===== src/rtl/rf_wport_arbiter_if.sv =====
// Write-port bundle between the WB stage / aux unit (master side) and the
// register-file write-port arbiter (slave side).
interface rf_wport_arbiter_if #(
  parameter int WIDTH = 32
);
  logic             i_wb_we;
  logic [4:0]       i_wb_rdst;
  logic [WIDTH-1:0] i_wb_data;
  logic             i_aux_valid;
  logic [4:0]       i_aux_rdst;
  logic [WIDTH-1:0] i_aux_data;
  logic             o_aux_ready;
  logic             o_rf_we;
  logic [4:0]       o_rf_rdst;
  logic [WIDTH-1:0] o_rf_data;
  logic             o_stall_req;
  logic             o_grant_aux;

  modport master (
    output i_wb_we, i_wb_rdst, i_wb_data,
    output i_aux_valid, i_aux_rdst, i_aux_data,
    input  o_aux_ready, o_rf_we, o_rf_rdst, o_rf_data, o_stall_req, o_grant_aux
  );

  modport slave (
    input  i_wb_we, i_wb_rdst, i_wb_data,
    input  i_aux_valid, i_aux_rdst, i_aux_data,
    output o_aux_ready, o_rf_we, o_rf_rdst, o_rf_data, o_stall_req, o_grant_aux
  );
endinterface


===== src/rtl/rf_wport_arbiter.sv =====
// Shares one register-file write port between WB (priority) and an aux unit.
// Define RFARB_STARVE_EN to add the starvation counter, FORCE state and stall request.
module rf_wport_arbiter #(
  parameter int WIDTH      = 32,
  parameter int STARVE_MAX = 8
) (
  input logic              clk,
  input logic              rst,
  rf_wport_arbiter_if.slave wp
);

  if (STARVE_MAX < 1 || STARVE_MAX > 15) begin : g_bad_starve_max
    $error("STARVE_MAX must be in 1..15");
  end

`ifdef RFARB_STARVE_EN
  typedef enum logic [1:0] {
    IDLE  = 2'd0,
    WAIT  = 2'd1,
    FORCE = 2'd2
  } state_t;
`else
  typedef enum logic [1:0] {
    IDLE  = 2'd0,
    WAIT  = 2'd1
  } state_t;
`endif

  state_t           state_q;
  state_t           state_d;
  logic             in_force;
  logic             aux_ready;
  logic             xfer;
  logic             aux_blocked;

  logic             vld_p1;
  logic [4:0]       rdst_p1;
  logic [WIDTH-1:0] data_p1;
  logic             grant_p1;

`ifdef RFARB_STARVE_EN
  localparam logic [3:0] FORCE_AT = 4'(STARVE_MAX - 1);

  logic [3:0] blk_cnt_q;

  function automatic logic [3:0] sat_inc4(input logic [3:0] v);
    return (v == 4'hF) ? v : v + 4'd1;
  endfunction

  assign in_force = (state_q == FORCE);
`else
  assign in_force = 1'b0;
`endif

  // WB owns the port unless the arbiter is forcing an aux grant.
  assign aux_ready      = !wp.i_wb_we || in_force;
  assign xfer           = wp.i_aux_valid && aux_ready;
  assign aux_blocked    = wp.i_aux_valid && !aux_ready;
  assign wp.o_aux_ready = aux_ready;
  assign wp.o_stall_req = in_force;

  always_ff @(posedge clk or negedge rst) begin
    if (!rst) begin
      state_q <= IDLE;
    end else begin
      state_q <= state_d;
    end
  end

  always_comb begin
    state_d = state_q;
    unique case (state_q)
      IDLE: begin
        if (aux_blocked) state_d = WAIT;
      end
      WAIT: begin
        if (xfer || !wp.i_aux_valid) begin
          state_d = IDLE;
        end
`ifdef RFARB_STARVE_EN
        // >= rather than == so STARVE_MAX=1 still forces (counter is already 1 in WAIT).
        else if (blk_cnt_q >= FORCE_AT) begin
          state_d = FORCE;
        end
`endif
      end
`ifdef RFARB_STARVE_EN
      FORCE: state_d = IDLE;
`endif
      default: state_d = IDLE;
    endcase
  end

`ifdef RFARB_STARVE_EN
  always_ff @(posedge clk or negedge rst) begin
    if (!rst) begin
      blk_cnt_q <= 4'd0;
    end else if (!wp.i_aux_valid || xfer) begin
      blk_cnt_q <= 4'd0;
    end else begin
      blk_cnt_q <= sat_inc4(blk_cnt_q);
    end
  end
`endif

  // ---- stage p1: registered write port; address/data hold when idle ----
  always_ff @(posedge clk or negedge rst) begin
    if (!rst) begin
      vld_p1   <= 1'b0;
      rdst_p1  <= 5'd0;
      data_p1  <= '0;
      grant_p1 <= 1'b0;
    end else begin
      grant_p1 <= xfer;
      if (xfer) begin
        vld_p1  <= 1'b1;
        rdst_p1 <= wp.i_aux_rdst;
        data_p1 <= wp.i_aux_data;
      end else if (wp.i_wb_we && !in_force) begin
        vld_p1  <= 1'b1;
        rdst_p1 <= wp.i_wb_rdst;
        data_p1 <= wp.i_wb_data;
      end else begin
        vld_p1  <= 1'b0;
      end
    end
  end

  assign wp.o_rf_we     = vld_p1;
  assign wp.o_rf_rdst   = rdst_p1;
  assign wp.o_rf_data   = data_p1;
  assign wp.o_grant_aux = grant_p1;

endmodule


===== src/flat_wrapper.sv =====
// flat-port wrapper written by rule: the top's interface ports become plain ports
module rf_wport_arbiter_flat 
#(
  parameter int WIDTH      = 32,
  parameter int STARVE_MAX = 8
)
  (clk, rst, wp_i_wb_we, wp_i_wb_rdst, wp_i_wb_data, wp_i_aux_valid, wp_i_aux_rdst, wp_i_aux_data, wp_o_aux_ready, wp_o_rf_we, wp_o_rf_rdst, wp_o_rf_data, wp_o_stall_req, wp_o_grant_aux);
  rf_wport_arbiter_if #(.WIDTH(WIDTH)) wp_i ();
  input logic clk;
  input logic rst;
  input wire logic [$bits(wp_i.i_wb_we)-1:0] wp_i_wb_we;
  input wire logic [$bits(wp_i.i_wb_rdst)-1:0] wp_i_wb_rdst;
  input wire logic [$bits(wp_i.i_wb_data)-1:0] wp_i_wb_data;
  input wire logic [$bits(wp_i.i_aux_valid)-1:0] wp_i_aux_valid;
  input wire logic [$bits(wp_i.i_aux_rdst)-1:0] wp_i_aux_rdst;
  input wire logic [$bits(wp_i.i_aux_data)-1:0] wp_i_aux_data;
  output wire logic [$bits(wp_i.o_aux_ready)-1:0] wp_o_aux_ready;
  output wire logic [$bits(wp_i.o_rf_we)-1:0] wp_o_rf_we;
  output wire logic [$bits(wp_i.o_rf_rdst)-1:0] wp_o_rf_rdst;
  output wire logic [$bits(wp_i.o_rf_data)-1:0] wp_o_rf_data;
  output wire logic [$bits(wp_i.o_stall_req)-1:0] wp_o_stall_req;
  output wire logic [$bits(wp_i.o_grant_aux)-1:0] wp_o_grant_aux;
  assign wp_i.i_wb_we = wp_i_wb_we;
  assign wp_i.i_wb_rdst = wp_i_wb_rdst;
  assign wp_i.i_wb_data = wp_i_wb_data;
  assign wp_i.i_aux_valid = wp_i_aux_valid;
  assign wp_i.i_aux_rdst = wp_i_aux_rdst;
  assign wp_i.i_aux_data = wp_i_aux_data;
  assign wp_o_aux_ready = wp_i.o_aux_ready;
  assign wp_o_rf_we = wp_i.o_rf_we;
  assign wp_o_rf_rdst = wp_i.o_rf_rdst;
  assign wp_o_rf_data = wp_i.o_rf_data;
  assign wp_o_stall_req = wp_i.o_stall_req;
  assign wp_o_grant_aux = wp_i.o_grant_aux;
  rf_wport_arbiter #(.WIDTH(WIDTH), .STARVE_MAX(STARVE_MAX)) u_core (.clk(clk), .rst(rst), .wp(wp_i));
endmodule

===== config.mk =====
export PLATFORM = sky130hd
export DESIGN_NAME = rf_wport_arbiter_flat
export DESIGN_NICKNAME = d
export VERILOG_FILES = /design/src/rtl/rf_wport_arbiter_if.sv /design/src/rtl/rf_wport_arbiter.sv /design/src/flat_wrapper.sv
export SDC_FILE = /design/constraint.sdc
export NUM_CORES = 1
export LEC_CHECK = 0
export ABC_CLOCK_PERIOD_IN_PS = 800
export CORE_UTILIZATION = 33
export CTS_BUF_LIST = sky130_fd_sc_hd__clkbuf_2 sky130_fd_sc_hd__clkbuf_4 sky130_fd_sc_hd__clkbuf_8
export DETAILED_ROUTE_END_ITERATION = 8
export GPL_ROUTABILITY_DRIVEN = 0
export PLACE_DENSITY = 0.78
export SETUP_SLACK_MARGIN = 0.2
export SLEW_MARGIN = 40
export SYNTH_ARGS = -nofsm -noshare
export SYNTH_HDL_FRONTEND = slang
export SYNTH_SLANG_ARGS = --single-unit
export TNS_END_PERCENT = 30

===== constraint.sdc =====
create_clock -name clk -period 0.8 [get_ports clk]
set_input_delay 0.08 -clock clk [delete_from_list [all_inputs] [get_ports clk]]
set_output_delay 0.08 -clock clk [all_outputs]
set_load 0.02 [all_outputs]

==> impl_metrics.prom <==
# TYPE chip_impl_metric gauge
chip_impl_metric{name="met2WireLength",unit="um"} 2460
chip_impl_metric{name="core_region_area",unit="sq mm"} 0.00520
chip_impl_metric{name="grt_start_max_net_pins",unit=""} 39
chip_impl_info{name="holdCritStartpoint",value="wp_i_wb_we"} 1
chip_impl_metric{name="start_util",unit="%"} 34.7
chip_impl_metric{name="critPathMaxStageDelay",unit="ns"} 0.41
chip_impl_metric{name="antennaDiodeCount",unit=""} 0
chip_impl_metric{name="holdPathStages",unit=""} 3
chip_impl_metric{name="synth_area_per_cell",unit="sq um"} 10.8
chip_impl_info{name="highest_layer",value="met4"} 1
chip_impl_metric{name="top_level_ports",unit=""} 119
chip_impl_info{name="cpLargestDelayFamily",value="flip-flops"} 1
chip_impl_metric{name="clkTransAtPathRegs",unit="ns"} 0.08
chip_impl_info{name="slowest_stage",value="sky130_fd_sc_hd__dfrtp_1"} 1
chip_impl_info{name="cts.root.buffer_cell",value="sky130_fd_sc_hd__clkbuf_8"} 1
chip_impl_metric{name="leakage",unit="uW"} 0.00155
chip_impl_info{name="capturing_point_of_the_worst_reg2reg_path",value="u_core.wp.o_rf_data[19]$_DFFE_PN0P_"} 1
chip_impl_info{name="endpoint_kind",value="output port"} 1
chip_impl_metric{name="via_count_of_the_first_global_routing_pass",unit=""} 1686
chip_impl_info{name="run_status",value="finished with violations"} 1
chip_impl_metric{name="fin_nets",unit=""} 379
chip_impl_metric{name="min_setup_slack_post_route",unit="ns"} -0.112
chip_impl_info{name="timing.hold.worst.class",value="in -> reg"} 1
chip_impl_metric{name="clk-insertion-delay-late",unit="ns"} 0.28
chip_impl_metric{name="synth-seq-cells",unit=""} 39
chip_impl_metric{name="placementRows",unit=""} 26
chip_impl_metric{name="cell_area_after_synthesis",unit="sq mm"} 0.00181
chip_impl_metric{name="gr-usage-all-layers",unit="%"} 17.5
chip_impl_metric{name="register_area_share_after_synthesis",unit="%"} 54.0
chip_impl_info{name="violations",value="setup timing"} 1
chip_impl_metric{name="wl_per_cell",unit="um"} 13.1
chip_impl_info{name="tritoncts",value="built"} 1
chip_impl_metric{name="route.final.wire_length",unit="um"} 4880
chip_impl_info{name="unrepaired_setup_endpoints_after_global_routing",value="yes"} 1
chip_impl_metric{name="pre_cts_ws",unit="ns"} -0.235
chip_impl_metric{name="layout_worst_path_cycle_share",unit="%"} 114
chip_impl_metric{name="setup.reg_to_reg.worst_slack",unit="ns"} -0.07
chip_impl_metric{name="grt_overflow",unit=""} 0
chip_impl_info{name="startpoint_type",value="register"} 1
chip_impl_info{name="crit-reg2reg-launch",value="u_core.wp.o_rf_data[19]$_DFFE_PN0P_"} 1
chip_impl_metric{name="number_of_buffers_and_inverters_on_the_critical_path",unit=""} 1
chip_impl_metric{name="final_setup_violation_count",unit=""} 53
chip_impl_metric{name="vias_per_cell",unit=""} 4.52
chip_impl_metric{name="hpwlAfterDp",unit="um"} 3590
chip_impl_metric{name="worst-endpoint-arrival",unit="ns"} 0.83
chip_impl_metric{name="met1Wirelength",unit="um"} 1980
chip_impl_metric{name="gate_count_after_technology_mapping",unit=""} 168
chip_impl_metric{name="total_power",unit="uW"} 5210
chip_impl_metric{name="report.final.hold_viol_count",unit=""} 0
chip_impl_metric{name="numCtsBuffers",unit=""} 5
chip_impl_info{name="worstHoldEndpoint",value="u_core.wp.o_rf_we$_DFF_PN0_"} 1
chip_impl_metric{name="grt_first_pass_wirelength",unit="um"} 8010
chip_impl_metric{name="fraction_of_final_layout_cells_sized_beyond_drive_strength_1",unit="%"} 25.2
chip_impl_metric{name="max_freq",unit="MHz"} 1100
chip_impl_metric{name="met3WireLength",unit="um"} 332
chip_impl_metric{name="floorplan.die_area",unit="sq mm"} 0.00577
chip_impl_metric{name="dr.first_iter.drc_count",unit=""} 52
chip_impl_metric{name="fin_tns_setup",unit="ns"} -4.29
chip_impl_metric{name="timing.critical_path.fanout_max",unit=""} 2
chip_impl_metric{name="fin_skew",unit="ns"} 0
chip_impl_metric{name="post_route_ant_nets",unit=""} 0
chip_impl_metric{name="vias",unit=""} 1682
chip_impl_metric{name="area_growth",unit="%"} 82.8
chip_impl_metric{name="vdd_ir_drop_max",unit="V"} 0.000959
chip_impl_metric{name="cap_violations",unit=""} 0
chip_impl_metric{name="die_span_in_x",unit="um"} 76.0
chip_impl_info{name="worst-setup-path-type",value="reg -> out"} 1
chip_impl_metric{name="rr_worst_depth",unit=""} 3
chip_impl_metric{name="ys.warnings.count",unit=""} 0
chip_impl_metric{name="synth_cell_types",unit=""} 14
chip_impl_metric{name="timing.hold.ws",unit="ns"} 0.136
chip_impl_metric{name="final-max-slew-violation-count",unit=""} 0
chip_impl_metric{name="first_pass_iters",unit=""} 4
chip_impl_info{name="cell_breakdown_of_the_critical_path",value="buf_6"} 1
chip_impl_metric{name="antenna_found_initial",unit=""} 0
chip_impl_metric{name="clock_tree.buffer_depth",unit=""} 2
chip_impl_metric{name="drc",unit=""} 0
chip_impl_info{name="top_library_cells_by_usage_in_the_layout_fill_and_taps_aside",value="sky130_fd_sc_hd__clkdlybuf4s50_1, sky130_fd_sc_hd__dfrtp_1, sky130_fd_sc_hd__nand2_1"} 1
chip_impl_metric{name="port-buffer-count",unit=""} 117
chip_impl_info{name="most_common_library_cell_in_the_layout_ignoring_fill_and_taps",value="sky130_fd_sc_hd__clkdlybuf4s50_1"} 1
chip_impl_metric{name="power.density_cell_area",unit="mW/mm^2"} 1580
chip_impl_metric{name="synthesis.nets",unit=""} 246
chip_impl_metric{name="fp.dieH",unit="um"} 76.0
chip_impl_metric{name="post-route-min-period",unit="ns"} 0.912
chip_impl_metric{name="worst-endpoint-required",unit="ns"} 0.72
chip_impl_metric{name="cts_sinks",unit=""} 39
chip_impl_metric{name="cts-htree-levels",unit=""} 2
==> worst max-delay path by stage <==
stage	startpoint	to	slack [ns]	cells after the start
floorplan	wp_i_aux_valid	u_core.wp.o_rf_data[10]$_DFFE_PN0P_	0.007	5
global placement	u_core.wp.o_rf_data[28]$_DFFE_PN0P_	wp_o_rf_data[28]	-0.23	1
detailed placement	u_core.wp.o_rf_data[19]$_DFFE_PN0P_	wp_o_rf_data[19]	-0.24	1
CTS	u_core.wp.o_rf_data[28]$_DFFE_PN0P_	wp_o_rf_data[28]	-0.13	1
global route	u_core.wp.o_rf_data[23]$_DFFE_PN0P_	wp_o_rf_data[23]	-0.15	1
finish	u_core.wp.o_rf_data[28]$_DFFE_PN0P_	wp_o_rf_data[28]	-0.11	1
==> per-layer routing <==
layer / vias up / global-route usage, %
met5: - / 0
met4: 0 / 6.35
met3: 11 / 5.51
met2: 66 / 29.6
met1: 773 / 21.0
li1: 832 / -
==> per-stage QoR <==
step           cell area, sq um  util, %  cells
2_1_floorplan              1810        -    168
3_3_place_gp               3070     58.9    350
3_5_place_dp               3070     58.9    350
4_1_cts                    3150     60.6    364
5_1_grt                    3300     63.5    372
6_report                   3300     63.5    372
==> cell usage after synthesis <==
library cell	instances	area share [%]
sky130_fd_sc_hd__buf_12	2	2.2
sky130_fd_sc_hd__buf_2	4	1.1
sky130_fd_sc_hd__buf_4	1	0.42
sky130_fd_sc_hd__buf_6	3	1.9
sky130_fd_sc_hd__clkbuf_1	4	0.83
sky130_fd_sc_hd__conb_1	1	0.21
sky130_fd_sc_hd__dfrtp_1	39	54
sky130_fd_sc_hd__inv_1	1	0.21
sky130_fd_sc_hd__mux2i_1	37	20
sky130_fd_sc_hd__nand2_1	37	7.7
sky130_fd_sc_hd__nor2b_1	1	0.35
sky130_fd_sc_hd__o21ai_0	27	7.5
sky130_fd_sc_hd__o21ai_1	10	2.8
sky130_fd_sc_hd__or2_2	1	0.35
==> what timing repair did <==
item,in CTS,in global routing
pin swaps,2,4
endpoints found under the setup margin,77,92
hold endpoints to repair,39,0
gates cloned,0,0
gates resized for setup,209,36
hold buffers,1,0
setup buffers,5,8
==> power breakdown <==
| part | internal [uW] | switching, uW |
|---|---|---|
| logic | 940 | 643 |
| clock network | 680 | 671 |
| registers | 2150 | 121 |
==> logic make-up (layout without fill, tap and decap cells) <==
group | count (synthesis) | in the layout | share of synthesized area (%)
other cells | 1 | 1 | 0.208
mux | 37 | 37 | 20.5
simple gates | 39 | 39 | 8.38
flops | 39 | 39 | 54.0
compound gates | 37 | 37 | 10.2
buf+inv | 15 | 149 | 6.65
==> registers in the layout, indices dropped and copies added (netlist names) <==
name,flops
u_core.wp.o_rf_we,1
u_core.wp.o_grant_aux,1
u_core.wp.o_rf_data,32
u_core.wp.o_rf_rdst,5
==> layout make-up <==
| class | instances | area (sq um) |
|---|---|---|
| fill | 427 | 1900 |
| timing repair buffer | 140 | 1420 |
| sequential | 39 | 977 |
| multi-input combinational | 114 | 723 |
| tap | 70 | 87.6 |
| clock buffer | 7 | 83.8 |
| clock inverter | 1 | 5.00 |
| inverter | 1 | 3.75 |
No activity file was read; power rests on OpenSTA's default activity.
